==> src/rtl/rx_status_arbiter.sv <==
// Multi-lane PIPE RxStatus arbiter: per-lane pending event flags, priority reporting one code
// per cycle, programmable alignment delay and saturating per-lane error counters.
module rx_status_arbiter #(
   parameter int unsigned LANES     = 4,
   parameter int unsigned ALIGN_DLY = 2,
   parameter int unsigned CNT_W     = 8
) (
   input  logic                   CLK,
   input  logic                   Rst,
   input  logic [LANES-1:0]       Overflow,
   input  logic [LANES-1:0]       Underflow,
   input  logic [LANES-1:0]       Skp_Added,
   input  logic [LANES-1:0]       Skp_Removed,
   input  logic [LANES-1:0]       Decode_Error,
   input  logic [LANES-1:0]       Disparity_Error,
   input  logic                   Cnt_Clr,
   output logic [3*LANES-1:0]     RxStatus,
   output logic [LANES-1:0]       Err_Pending,
   output logic [CNT_W*LANES-1:0] Err_Cnt
);

   localparam logic [CNT_W-1:0] CntMax = {CNT_W{1'b1}};

   genvar g;
   for (g = 0; g < LANES; g++) begin : g_lane
      // Pending bits, highest priority in bit 5:
      // 5 decode, 4 overflow, 3 underflow, 2 disparity, 1 skp added, 0 skp removed.
      logic [5:0]       r_pend;
      logic [2:0]       r_pipe [0:ALIGN_DLY];
      logic             r_err_pend;
      logic [CNT_W-1:0] r_cnt;

      logic [5:0]       w_ev;
      logic [5:0]       w_q;
      logic [5:0]       w_grant;
      logic [5:0]       w_pend_nxt;
      logic [2:0]       w_code;
      logic             w_err_in;

      assign w_ev = {Decode_Error[g], Overflow[g], Underflow[g],
                     Disparity_Error[g], Skp_Added[g], Skp_Removed[g]};
      assign w_q  = r_pend | w_ev;

      always_comb begin
         w_grant = 6'b000000;
         w_code  = 3'b000;
         if (w_q[5]) begin
            w_grant = 6'b100000;
            w_code  = 3'b100;
         end else if (w_q[4]) begin
            w_grant = 6'b010000;
            w_code  = 3'b101;
         end else if (w_q[3]) begin
            w_grant = 6'b001000;
            w_code  = 3'b110;
         end else if (w_q[2]) begin
            w_grant = 6'b000100;
            w_code  = 3'b111;
         end else if (w_q[1]) begin
            w_grant = 6'b000010;
            w_code  = 3'b001;
         end else if (w_q[0]) begin
            w_grant = 6'b000001;
            w_code  = 3'b010;
         end
      end

      assign w_pend_nxt = w_q & ~w_grant;
      assign w_err_in   = Decode_Error[g] | Overflow[g] | Underflow[g] | Disparity_Error[g];

      always_ff @(posedge CLK or posedge Rst) begin
         if (Rst) begin
            r_pend     <= 6'b000000;
            r_err_pend <= 1'b0;
         end else begin
            r_pend     <= w_pend_nxt;
            r_err_pend <= |w_pend_nxt[5:2];
         end
      end

      // Stage 0 is the arbiter register; the rest is a plain alignment shift register.
      always_ff @(posedge CLK or posedge Rst) begin
         if (Rst) begin
            for (int k = 0; k <= ALIGN_DLY; k++) begin
               r_pipe[k] <= 3'b000;
            end
         end else begin
            r_pipe[0] <= w_code;
            for (int k = 1; k <= ALIGN_DLY; k++) begin
               r_pipe[k] <= r_pipe[k-1];
            end
         end
      end

      always_ff @(posedge CLK or posedge Rst) begin
         if (Rst) begin
            r_cnt <= '0;
         end else if (Cnt_Clr) begin
            r_cnt <= '0;
         end else if (w_err_in && (r_cnt != CntMax)) begin
            r_cnt <= r_cnt + CNT_W'(1);
         end
      end

      assign RxStatus[3*g +: 3]          = r_pipe[ALIGN_DLY];
      assign Err_Pending[g]              = r_err_pend;
      assign Err_Cnt[CNT_W*g +: CNT_W]   = r_cnt;
   end

endmodule
==> config.mk <==
export PLATFORM = sky130hd
export DESIGN_NAME = rx_status_arbiter
export DESIGN_NICKNAME = d
export VERILOG_FILES = /design/src/rtl/rx_status_arbiter.sv
export SDC_FILE = /design/constraint.sdc
export NUM_CORES = 1
export LEC_CHECK = 0
export CELL_PAD_IN_SITES_DETAIL_PLACEMENT = 1
export CELL_PAD_IN_SITES_GLOBAL_PLACEMENT = 1
export CORE_MARGIN = 4
export CORE_UTILIZATION = 44
export DETAILED_ROUTE_END_ITERATION = 6
export PLACE_DENSITY = 0.87
export SETUP_SLACK_MARGIN = 0.3
export SLEW_MARGIN = 40
export SYNTH_ARGS = -nofsm -noshare
export SYNTH_HDL_FRONTEND = slang
export SYNTH_SLANG_ARGS = --single-unit
==> constraint.sdc <==
create_clock -name CLK -period 8 [get_ports CLK]
set_clock_uncertainty 0.05 [all_clocks]
set_input_delay 1.6 -clock CLK [delete_from_list [all_inputs] [get_ports CLK]]
set_output_delay 1.6 -clock CLK [all_outputs]
set_load 0.01 [all_outputs]
==> impl_metrics.py, run 1 <==
metrics = {
    "worst_setup_path": {
        "path_class": "flop to primary output",
        "cp_slowest_cell": "clkdlybuf4s50_1",
        "cp_max_fo": 8,
        "crit_buf_inv": 1,
        "critical-path-top-delay-family": "buffers and inverters",
        "max_stage_delay_ps": 600,
        "endpoint_kind": "primary output",
        "required_ps": 6350,
        "crit_arrival_ps": 1460,
        "worstPathCellList": "clkdlybuf4s50_1",
        "cp-start-kind": "flop",
    },
    "global_route": {
        "grt_pass1_wl_um": 14600,
        "track_usage": 0.179,
        "grt_start_max_net_pins": 61,
        "grt_util_met1": 0.216,
        "grt.busiest_layer": "met2",
        "grt_pass1_vias": 2976,
        "antenna_found_initial": 0,
        "grtUsageMet3": 0.0406,
        "grtUsageMet2": 0.320,
        "grt_overflow": 0,
    },
    "logic_synthesis": {
        "yosys_warnings": 0,
        "ys_seq_area_frac": 0.601,
        "ys_seq_elements": 92,
        "synthDistinctLibCells": 43,
        "synth_nets": 364,
        "netlist_instances": 333,
        "syn-cell-area_um2": 3830,
        "avgSynthCellArea_um2": 11.5,
    },
    "power": {
        "p_sw_frac": 0.252,
        "switchingPower_mw": 0.217,
        "power_frac_clock": 0.328,
        "seq_power_share": 0.575,
        "powerDensity_nw_per_um2": 181,
        "p_int_mw": 0.646,
        "comb_power_share": 0.097,
        "irDropWorstVdd_uv": 94.5,
        "p_leak_nw": 1.88,
    },
    "routing": {
        "drt_first_pass_iters": 4,
        "via_per_inst": 5.37,
        "ant_nets": 0,
        "routedWlPerCell_um": 16.8,
        "finalWirelength_um": 8550,
        "routed-via-count": 2737,
        "drc_errors": 0,
        "drt-initial-drc-count": 34,
    },
    "timing": {
        "rsz0062_at_grt": "no",
        "fmax_ghz": 0.321,
        "worstMarginPinSlew_ps": 653,
        "tns_ps": 0,
        "setup_violations": 0,
        "finalWorstSetupSlack_ps": 4890,
        "finalHoldViolations": 0,
        "maxSlewViolCount": 0,
        "fin_crit_ps": 3110,
        "max_slew_margin": 0.561,
        "fin_crit_sh": 0.389,
    },
    "cts": {
        "clk_latency_ps": 350,
        "postCtsSetupBuffers": 0,
        "cts_buffers": 9,
        "clockBufferDepth": 2,
        "postCtsHoldBufs": 0,
        "cts-root-buf": "clkbuf_8",
        "cts.sinks": 92,
        "htreeDepth": 3,
        "post_cts_resized": 0,
        "path_clk_slew_ps": 90,
        "cts_tree": "done",
    },
    "layout": {
        "multi_input_area_um2": 1350,
        "nets": 431,
        "seq_area_um2": 2300,
        "fin_area_um2": 4760,
        "fillers": 881,
        "diodes": 0,
        "syn2layout_area_growth_pct": 24.2,
        "layout-drive-gt1-share": 0.0765,
    },
    "die": {
        "start_util": 0.459,
        "fp.dieW_um": 101,
        "io_pins": 75,
        "dieArea_um2": 10300,
        "coreArea_um2": 8340,
        "die_h_um": 101,
        "rows": 33,
    },
    "worst_hold_path": {
        "hold_class": "flop to flop",
    },
    "place": {
        "gp_congestion": 0.766,
        "placed_area_um2": 4570,
        "dpl.hpwl_um": 6290,
        "io_buffers": 74,
        "dp_slack_ps": 4670,
    },
    "flow_run": {
        "timing.max_cap.violations": 0,
    },
    "status": {
        "status": "complete, no violations",
    },
}
placed cells by master, fill, tap and decap left out, types with 5 or more instances in the layout:
cell type and count:
a21oi_1 16, and3_1 8, clkdlybuf4s50_1 74, inv_1 7
nor4_1 8, nand3_1 7, and2_1 6, xnor2_1 5
clkbuf_8 10, xor2_1 14, dfrtp_1 92, o211ai_1 8
nor3_1 8, nor2_1 55, mux2i_1 6, nand2_1 16
synthesized netlist by cell type (all sizes together):
cell,n,area [um2]
a31oi,1,6.26
a21bo,1,10.0
mux2i,6,60.1
xnor2,5,43.8
o2111ai,2,17.5
nor3,8,40.0
buf,17,131
a21boi,4,30.0
and2,6,37.5
nand3b,1,7.51
nor4b,2,30.0
nand4b,1,8.76
dfrtp,92,2300
o41ai,1,8.76
or4,6,56.3
o21a,4,30.0
o21bai,4,30.0
xor2,14,123
nand2,16,60.1
clkbuf,3,11.3
a211oi,2,20.0
nor2b,4,25.0
nand4,5,46.3
nor2,55,206
o21ai,7,46.3
nand3,7,35.0
ha,4,50.1
o211ai,8,60.1
and3,8,50.1
and4,1,8.76
a21oi,16,80.1
a41oi,1,16.3
nor4,9,71.3
a311oi,1,8.76
o31ai,2,15.0
inv,8,30.0
a2111oi,1,15.0
metrics by stage:
stage	cells	util	power (mW)	hold WS [ps]
after floorplan	333	-	0.544	281
after global placement	494	0.548	0.585	281
after detailed placement	494	0.548	0.591	286
after CTS	510	0.570	0.876	305
after global routing	510	0.570	0.908	306
final	510	0.570	0.863	302
cell type report:
cell class,instances,share of cell area
Inverter,8,0.00658
Clock buffer,11,0.0297
Clock inverter,5,0.00789
Timing Repair Buffer,76,0.160
Tap cell,105,0.0276
Sequential cell,92,0.484
Multi-Input combinational cell,213,0.285
cell families (layout without fill, tap and decap cells):
family / count (synthesis) / count (layout) / share of synthesized area
fa+ha+maj: 4 / 4 / 0.0131
simple gates: 129 / 129 / 0.178
mux: 6 / 6 / 0.0157
flops: 92 / 92 / 0.601
compound gates: 55 / 55 / 0.103
xor+xnor: 19 / 19 / 0.0435
buf+inv: 28 / 100 / 0.0451
path summary, 6_finish.rpt:
check | start | endpoint | slack [ps] | cells past startpoint
max | g_lane[1].r_cnt[7]$_DFFE_PP0P_ | Err_Cnt[15] | 4890 | 1
min | g_lane[0].r_pipe[3]$_DFF_PP0_ | RxStatus[0]$_DFF_PP0_ | 300 | 0
max reg2reg | g_lane[2].r_cnt[0]$_DFFE_PP0P_ | g_lane[2].r_cnt[5]$_DFFE_PP0P_ | 6190 | 5
max in group asynchronous | Rst | g_lane[3].r_cnt[1]$_DFFE_PP0P_ | 5440 | 3
min reg2reg | g_lane[0].r_pipe[3]$_DFF_PP0_ | RxStatus[0]$_DFF_PP0_ | 300 | 0
min in group asynchronous | Rst | g_lane[2].r_pend[0]$_DFF_PP0_ | 1560 | 2
metal layers:
metal,wire length [um],part of all wire
met3,381,0.045
met4,82,0.0096
met5,0,0
met2,4540,0.53
met1,3540,0.41
registers in the layout (all words and copies together), names as in the netlist:
signal             cells
g_lane.r_cnt          32
g_lane.r_pipe         24
g_lane.r_pend         20
RxStatus              12
g_lane.r_err_pend      4
power by group through the flow:
| stage | clock, mW | combinational [mW] | sequential [mW] |
|---|---|---|---|
| after floorplan | 0 | 0.0393 | 0.505 |
| final | 0.283 | 0.0838 | 0.496 |
| after global routing | 0.316 | 0.0926 | 0.499 |
| after global placement | 0 | 0.0808 | 0.504 |
| after CTS | 0.294 | 0.0857 | 0.496 |
| after detailed placement | 0 | 0.0855 | 0.506 |
No activity file was read; power rests on OpenSTA's default activity.
==> run 2, diff against run 1 <==
Settings changed: CORE_UTILIZATION 44 to 40, PLACE_DENSITY 0.87 to 0.8.
Clock period 8 ns to 3.05 ns, I/O delays scaled along.
==> run 2 against run 1 <==
Compared with the run above:
- flip-flop and latch count unchanged
- critical path depth unchanged
- setup slack got worse by 4000 ps
- count of clock-buffer cells in the layout down 1
==> impl_metrics.py, run 2 (synthesized netlist as in run 1, its figures left out) <==
metrics = {
    "place": {
        "dpl.hpwl_um": 5880,
        "io_buffers": 74,
        "gp_congestion": 0.810,
        "dp.cells": 519,
        "placed_area_um2": 4630,
    },
    "die": {
        "coreArea_um2": 9280,
        "io_pins": 75,
        "fp.dieW_um": 106,
        "rows": 35,
        "die_h_um": 106,
        "dieArea_um2": 11200,
        "start_util": 0.412,
    },
    "routing": {
        "drc_errors": 0,
        "routedWlPerCell_um": 15.1,
        "via_per_inst": 5.05,
        "ant_nets": 0,
        "drt-initial-drc-count": 36,
        "routed-via-count": 2696,
        "drt_first_pass_iters": 4,
        "finalWirelength_um": 8060,
    },
    "cts": {
        "post_cts_resized": 0,
        "cts.sinks": 92,
        "clk_latency_ps": 350,
        "postCtsHoldBufs": 0,
        "cts-root-buf": "clkbuf_8",
        "postCtsSetupBuffers": 0,
        "cts_tree": "done",
        "clockBufferDepth": 2,
        "path_clk_slew_ps": 90,
        "htreeDepth": 3,
        "cts_buffers": 9,
    },
    "timing": {
        "tns_ps": 0,
        "maxSlewViolCount": 0,
        "fin_crit_ps": 2120,
        "fin_crit_sh": 0.696,
        "fmax_ghz": 0.471,
        "finalHoldViolations": 0,
        "rsz0062_at_grt": "no",
        "worstMarginPinSlew_ps": 513,
        "max_slew_margin": 0.655,
        "setup_violations": 0,
    },
    "power": {
        "p_leak_nw": 1.93,
        "powerDensity_nw_per_um2": 514,
        "irDropWorstVdd_uv": 235,
    },
    "global_route": {
        "grt_pass1_vias": 2871,
        "track_usage": 0.158,
        "antenna_found_initial": 0,
        "grt_start_max_net_pins": 49,
        "grt_overflow": 0,
        "grt_pass1_wl_um": 14400,
    },
    "worst_hold_path": {
        "hold_class": "flop to flop",
    },
    "layout": {
        "fin_area_um2": 4860,
        "layout_common_cells": "dfrtp_1, clkdlybuf4s50_1, nor2_1",
        "final_common_cell": "dfrtp_1",
        "layout-drive-gt1-share": 0.0790,
        "regMostFlops": "g_lane.r_cnt",
        "final_util": 0.524,
        "syn2layout_area_growth_pct": 27.1,
        "largest_reg_flops": 32,
        "nets": 432,
        "final_cell_count_no_fill": 534,
        "top_regs": "g_lane.r_cnt x32, g_lane.r_pipe x24, g_lane.r_pend x20",
        "diodes": 0,
    },
    "worst_setup_path": {
        "cp_max_fo": 8,
        "endpoint_kind": "primary output",
        "r2r_setup_slack_ps": 1270,
        "crit_buf_inv": 1,
        "crit_arrival_ps": 1460,
        "critical-path-top-delay-family": "buffers and inverters",
        "required_ps": 2390,
        "cp_slowest_cell": "clkdlybuf4s50_1",
        "worstPathCellList": "clkdlybuf4s50_1",
        "cp-start-kind": "flop",
        "max_stage_delay_ps": 600,
        "path_class": "flop to primary output",
    },
    "flow_run": {
        "timing.max_cap.violations": 0,
    },
    "status": {
        "status": "complete, no violations",
    },
}
## run 2: final cells by class
| class | instances | area (um2) |
|---|---|---|
| clock buffer | 10 | 138 |
| clock inverter | 5 | 100 |
| fill | 988 | 4420 |
| inverter | 8 | 33.8 |
| multi-input combinational | 213 | 1350 |
| sequential | 92 | 2300 |
| tap | 129 | 161 |
| timing repair buffer | 77 | 776 |
## run 2: per-stage QoR
| stage | worst slack, ps | power, mW | hold WS, ps |
|---|---|---|---|
| 3_3_place_gp | 820 | 1.54 | 282 |
| 4_1_cts | 894 | 2.54 | 305 |
| 2_1_floorplan | 1300 | 1.43 | 281 |
| 5_1_grt | 843 | 2.62 | 305 |
| 6_report | 927 | 2.50 | 304 |
| 3_5_place_dp | 741 | 1.55 | 286 |
## run 2: final timing paths
check,endpoint,cells past startpoint,from
max,Err_Cnt[15],1,g_lane[1].r_cnt[7]$_DFFE_PP0P_
min,g_lane[3].r_pipe[5]$_DFF_PP0_,0,g_lane[3].r_pipe[8]$_DFF_PP0_
max reg2reg,g_lane[2].r_cnt[5]$_DFFE_PP0P_,5,g_lane[2].r_cnt[0]$_DFFE_PP0P_
min reg2reg,g_lane[3].r_pipe[5]$_DFF_PP0_,0,g_lane[3].r_pipe[8]$_DFF_PP0_
max in group asynchronous,g_lane[1].r_cnt[7]$_DFFE_PP0P_,3,Rst
min in group asynchronous,g_lane[3].r_pipe[7]$_DFF_PP0_,2,Rst
## run 2: per-layer routing
layer	track usage	routed length, um	part of all wire	vias to the layer above
li1	-	-	-	1289
met1	0.198	3480	0.43	1336
met2	0.265	4050	0.50	62
met3	0.0374	415	0.052	9
met4	0.0592	114	0.014	0
met5	0	0	0	-
## run 2: where the power goes
| part | leakage [nW] | total (mW) | switching (mW) | internal, mW |
|---|---|---|---|---|
| Combinational | 0.720 | 0.218 | 0.109 | 0.109 |
| Clock | 0.122 | 0.981 | 0.421 | 0.560 |
| Sequential | 1.08 | 1.30 | 0.0333 | 1.27 |
| Total | 1.93 | 2.50 | 0.564 | 1.93 |
